===== src/rtl/fetch_stage.sv =====
// Instruction-fetch stage.
// Owns the fetch PC and runs a request/response handshake with instruction
// memory. One fetch is in flight at a time. A returned word waits in a
// one-entry buffer until decode accepts it into the IF/ID register.
// Redirects (branch/jump) retarget the fetch PC. A response that was already
// in flight when the redirect arrived is marked for discard, so a wrong-path
// word never reaches IF/ID.
module fetch_stage #(
  parameter logic [31:0] RESET_PC = 32'h0000_0000,
  parameter logic [31:0] NOP      = 32'h0000_0000
) (
  input  logic        Clock,
  input  logic        Reset,
  input  logic        PC_WriteEnable,
  input  logic        IFIDWriteEnable,
  input  logic        IFIDFlush,
  input  logic        Branch,
  input  logic [31:0] BranchDest,
  input  logic        Jump,
  input  logic [31:0] JumpDest,
  output logic        IMemReq,
  output logic [31:0] IMemAddr,
  input  logic        IMemReady,
  input  logic        IMemValid,
  input  logic [31:0] IMemData,
  output logic [31:0] Instruction,
  output logic [31:0] PC
);

  typedef enum logic [1:0] {
    ST_REQ,   // ready to issue a request for fetch_pc
    ST_WAIT,  // request accepted, response outstanding
    ST_FULL   // fetch_buf holds the word at fetch_pc
  } state_t;

  state_t      state;
  logic [31:0] fetch_pc;
  logic [31:0] fetch_buf;
  logic        discard;   // the outstanding response belongs to a squashed path

  logic        redirect;
  logic [31:0] target;
  logic        accept;
  logic        consume;

  // Branch wins when both redirect sources fire in the same cycle.
  assign redirect = Branch | Jump;
  assign target   = Branch ? BranchDest : JumpDest;

  assign IMemReq  = (state == ST_REQ) & PC_WriteEnable & ~Reset;
  assign IMemAddr = fetch_pc;
  assign accept   = IMemReq & IMemReady;

  // The buffered word moves into IF/ID only when decode takes it and no
  // redirect has made it stale.
  assign consume  = (state == ST_FULL) & IFIDWriteEnable & ~IFIDFlush & ~redirect;

  // Fetch control: state, fetch PC, buffer and discard tracking.
  always_ff @(posedge Clock) begin
    // NOTE: every register here uses <= so all branches see the pre-edge
    // values of state, fetch_pc and discard, whatever order they are written in.
    if (Reset) begin
      state     <= ST_REQ;
      fetch_pc  <= RESET_PC;
      fetch_buf <= '0;
      discard   <= 1'b0;
    end else begin
      case (state)
        ST_REQ: begin
          if (accept) begin
            state   <= ST_WAIT;
            // A redirect in the accept cycle makes the request just issued stale.
            discard <= redirect;
          end
          if (redirect) fetch_pc <= target;
        end

        ST_WAIT: begin
          if (IMemValid) begin
            discard <= 1'b0;
            if (!discard && !redirect) begin
              fetch_buf <= IMemData;
              state     <= ST_FULL;
            end else begin
              state <= ST_REQ;
            end
            // A redirect that arrives together with a dropped response still
            // has to take effect. Otherwise the wrong path would be fetched.
            if (redirect) fetch_pc <= target;
          end else if (redirect) begin
            discard  <= 1'b1;
            fetch_pc <= target;
          end
        end

        ST_FULL: begin
          if (redirect) begin
            state    <= ST_REQ;
            fetch_pc <= target;
          end else if (consume) begin
            state    <= ST_REQ;
            fetch_pc <= fetch_pc + 32'd4;
          end
        end

        default: state <= ST_REQ;
      endcase
    end
  end

  // IF/ID pipeline register. Flush beats write-enable. Bubbles carry the
  // current fetch PC.
  always_ff @(posedge Clock) begin
    if (Reset) begin
      Instruction <= NOP;
      PC          <= '0;
    end else if (IFIDFlush) begin
      Instruction <= NOP;
      PC          <= fetch_pc;
    end else if (consume) begin
      Instruction <= fetch_buf;
      PC          <= fetch_pc;
    end else if (IFIDWriteEnable) begin
      Instruction <= NOP;
      PC          <= fetch_pc;
    end
  end

endmodule

===== config.mk =====
export PLATFORM = sky130hd
export DESIGN_NAME = fetch_stage
export DESIGN_NICKNAME = d
export VERILOG_FILES = /design/src/rtl/fetch_stage.sv
export SDC_FILE = /design/constraint.sdc
export NUM_CORES = 1
export LEC_CHECK = 0
export ABC_AREA = 1
export BUFFER_PORTS_ARGS = -buffer_cell sky130_fd_sc_hd__buf_2
export CAP_MARGIN = 25
export CORE_UTILIZATION = 55
export DETAILED_ROUTE_END_ITERATION = 8
export GPL_TIMING_DRIVEN = 0
export PLACE_DENSITY = 0.89
export SETUP_SLACK_MARGIN = 0.5
export SLEW_MARGIN = 20
export SYNTH_ARGS = -nofsm -noshare
export SYNTH_HDL_FRONTEND = slang
export SYNTH_SLANG_ARGS = --single-unit

===== constraint.sdc =====
create_clock -name Clock -period 4.4 [get_ports Clock]
set_input_delay 0.44 -clock Clock [delete_from_list [all_inputs] [get_ports Clock]]
set_output_delay 0.44 -clock Clock [all_outputs]
set_load 0.03 [all_outputs]

==> results.py <==
metrics = {
    "worst_setup_path": {
        "cp_max_fo": 10,
        "crit_type": "primary input to output port",
        "cpLargestDelayFamily": "buffers and inverters",
        "timing.critical_path.mode_cell": "buf_2",
        "worst_ep_arrival_time_ns": 1.57,
        "worstPathRequired_ns": 3.96,
        "r2r_end": "IMemAddr[20]",
        "critPathCaptureType": "output port",
        "reg2reg_slack_ns": 2.42,
        "crit_buf_inv": 4,
        "path_depth": 6,
        "start_kind": "primary input",
        "rr_worst_depth": 10,
        "cp_slowest_cell": "buf_1",
        "crit_end": "IMemReq",
        "cp_cell_sequence": "buf_2 > inv_1 > buf_1 > nand2_1 > nor3_1 > buf_2",
        "slowest_delay_ns": 0.37,
        "rr_startpoint": "IMemAddr[3]",
        "critPathLaunch": "Reset",
    },
    "place": {
        "gp_congestion": 0.986,
        "placed_area_mm2": 0.00725,
        "io_buffers": 199,
        "dp_hpwl_um": 14300,
        "dpl_worst_slack_ns": 2.26,
        "place_inst": 1248,
    },
    "sta": {
        "final_max_slew_viol_count": 0,
        "slew_headroom": 0.538,
        "tns_ns": 0,
        "min_period_ns": 2.01,
        "skew_ns": 0.00724,
        "fin_ws_ns": 2.39,
        "fmax_mhz": 498,
        "rsz0062_at_grt": "false",
        "finalSetupViolations": 0,
        "finalHoldViolCount": 0,
        "timing.hold.ws_ns": 0.178,
        "worst_pin_slew_ns": 0.693,
        "period_share": 0.457,
    },
    "global_routing": {
        "antenna_found_initial": 0,
        "grt_busiest_layer": "met2",
        "gr-usage-met2": 0.600,
        "use_met1": 0.419,
        "grt_pass1_wl_um": 31800,
        "grt_max_degree": 17,
        "grt_usage": 0.360,
        "grt_pass1_vias": 6661,
        "grt-ovfl-total": 0,
        "met3_usage": 0.0954,
    },
    "route": {
        "vias_per_cell": 5.45,
        "drt_pass1_iterations": 6,
        "routed_wl_um": 19900,
        "vias": 6976,
        "routedWlPerCell_um": 15.5,
        "drc": 0,
        "drtAntennaViolNets": 0,
        "drt_iter0_markers": 566,
    },
    "logic_synthesis": {
        "async_flop_share": 0,
        "netlist.area_leader.share": 0.431,
        "synth-edff-count": 0,
        "syn-num-nets": 1015,
        "ys_warn_count": 0,
        "synth_top_cells_by_count": "218 x nand2_1, 161 x nor2_1, 131 x dfxtp_1",
        "netlist_top_cells_area": "dfxtp_1 43%, nand2_1 13%, nor2_1 9.9%, a21oi_1 8.2%, o21ai_0 7.5%",
        "ys_seq_area_frac": 0.431,
        "yosys.cell_count.top_type": "nand2_1",
        "yosys.area.top_type": "dfxtp_1",
        "ys_ff_latch": 131,
        "synth_top_flop_cell": "dfxtp_1",
        "postSynthAreaPerCell_um2": 6.69,
        "synth.distinct_cells": 33,
        "synth_cells": 909,
        "synth.cell_area_mm2": 0.00608,
    },
    "clock_tree": {
        "clk_pin_slew_ns": 0.06,
        "cts_tree": "yes",
        "cts_resized": 0,
        "htree_levels": 4,
        "cts_sinks": 131,
        "cts-hold-fix-buffers": 0,
        "clk_latency_ns": 0.52,
        "post-cts-setup-buffer-count": 0,
        "clockBufferDepth": 2,
        "cts_buffers": 17,
        "cts-root-buf": "clkbuf_8",
    },
    "floorplanning": {
        "initial_core_util": 0.564,
        "core_mm2": 0.0108,
        "io_pins": 202,
        "dieWidth_um": 107,
        "die-area_mm2": 0.0115,
        "fp.dieH_um": 107,
        "rows": 38,
    },
    "min_path": {
        "hp-class": "primary input to register",
    },
    "pwr": {
        "p_per_area_mw_per_mm2": 393,
        "power_frac_clock": 0.451,
        "switching_share": 0.272,
        "p_int_mw": 2.24,
        "p_sw_mw": 0.837,
        "seqPwrFrac": 0.419,
        "ir_worst_vdd_mv": 0.248,
        "pwr-share-comb": 0.130,
        "p_leak_nw": 3.46,
    },
    "final_layout": {
        "area_growth_pct": 28.7,
        "final_cell_count_no_fill": 1279,
        "diodes": 0,
        "drive_gt1_frac": 0.244,
        "fin_nets": 1233,
        "fin_area_mm2": 0.00783,
        "nFillCells": 897,
    },
    "status": {
        "outcome": "finished, final reports clean",
    },
    "flow_run": {
        "maxCapViolCount": 0,
    },
}
[layout make-up]
cell class / instances / area (µm²) / area share
Tap cell: 140 / 175 / 0.0224
Sequential cell: 131 / 2620 / 0.335
Inverter: 50 / 188 / 0.0240
Timing Repair Buffer: 199 / 996 / 0.127
Multi-Input combinational cell: 676 / 3030 / 0.387
Clock buffer: 22 / 443 / 0.0566
Buffer: 52 / 244 / 0.0312
Clock inverter: 9 / 131 / 0.0168
[layer usage]
metal,part of all wire,vias up
li1,-,3388
met1,0.39,3163
met2,0.47,369
met3,0.098,56
met4,0.033,0
met5,0,-
[worst min-delay path by stage]
stage	end	startpoint	cells after the start
final	fetch_buf[30]	IMemData[30]	3
after global routing	fetch_buf[27]	IMemData[27]	3
after detailed placement	Instruction[9]	Instruction[9]	2
after floorplan	Instruction[11]	fetch_buf[11]	2
after global placement	Instruction[3]	fetch_buf[3]	2
after CTS	fetch_buf[30]	IMemData[30]	3
[stage by stage]
| step | power [mW] | util |
|---|---|---|
| floorplan | 1.55 | - |
| global placement | 1.70 | 0.672 |
| detailed placement | 1.70 | 0.672 |
| CTS | 3.07 | 0.725 |
| global route | 3.18 | 0.725 |
| finish | 3.08 | 0.725 |
[logic make-up after synthesis]
family                   count (synthesis)  share of synthesized area
multiplexers                             2                    0.00329
buffers and inverters                  102                     0.0710
flip-flops                             131                      0.431
XOR/XNOR                                 2                    0.00288
AO/OA/AOI/OAI                          216                      0.183
AND/OR/NAND/NOR                        455                      0.307
adder cells (fa/ha/maj)                  1                    0.00206
[sequential cells by signal, summed over array words and instances, names as in the netlist]
name,flops
Instruction,32
IMemAddr,32
state,2
PC,32
discard,1
fetch_buf,32
[power groups by stage]
| stage | Clock, mW | Sequential, mW | Combinational (mW) |
|---|---|---|---|
| global route | 1.45 | 1.29 | 0.436 |
| finish | 1.39 | 1.29 | 0.400 |
| detailed placement | 0 | 1.31 | 0.393 |
| CTS | 1.38 | 1.29 | 0.397 |
| floorplan | 0 | 1.39 | 0.160 |
| global placement | 0 | 1.31 | 0.387 |
[worst min-delay path: cells and delay by family]
| kind | cells | cell delay (ns) |
|---|---|---|
| buffers and inverters | 1 | 0.07 |
| AO/OA/AOI/OAI | 1 | 0.07 |
| AND/OR/NAND/NOR | 1 | 0.07 |
[cells in the final DEF, fill, tap and decap left out, types with 2 or more instances in the layout]
cell type,Yosys,layout
or2_2,4,4
nand2_1,218,218
nor2_2,6,6
o21ai_1,13,13
o211ai_1,3,3
bufinv_16,0,3
buf_1,2,2
nor3_1,8,8
inv_1,41,41
nand3_1,40,40
dfxtp_1,131,131
buf_2,18,217
buf_4,5,5
xor2_1,2,2
clkinv_4,0,3
nor2_1,161,161
o21ai_0,91,91
nor2_4,4,4
nand2_2,3,3
nor3_2,2,2
a211oi_1,4,4
clkbuf_16,0,16
and2_1,2,2
a21oi_1,100,100
a31oi_1,2,2
mux2i_1,2,2
inv_2,8,8
clkbuf_8,0,2
nand3b_1,2,2
nand4_1,5,5
clkbuf_1,26,30
clkinv_2,0,3
(Power assumes the default switching activity.)
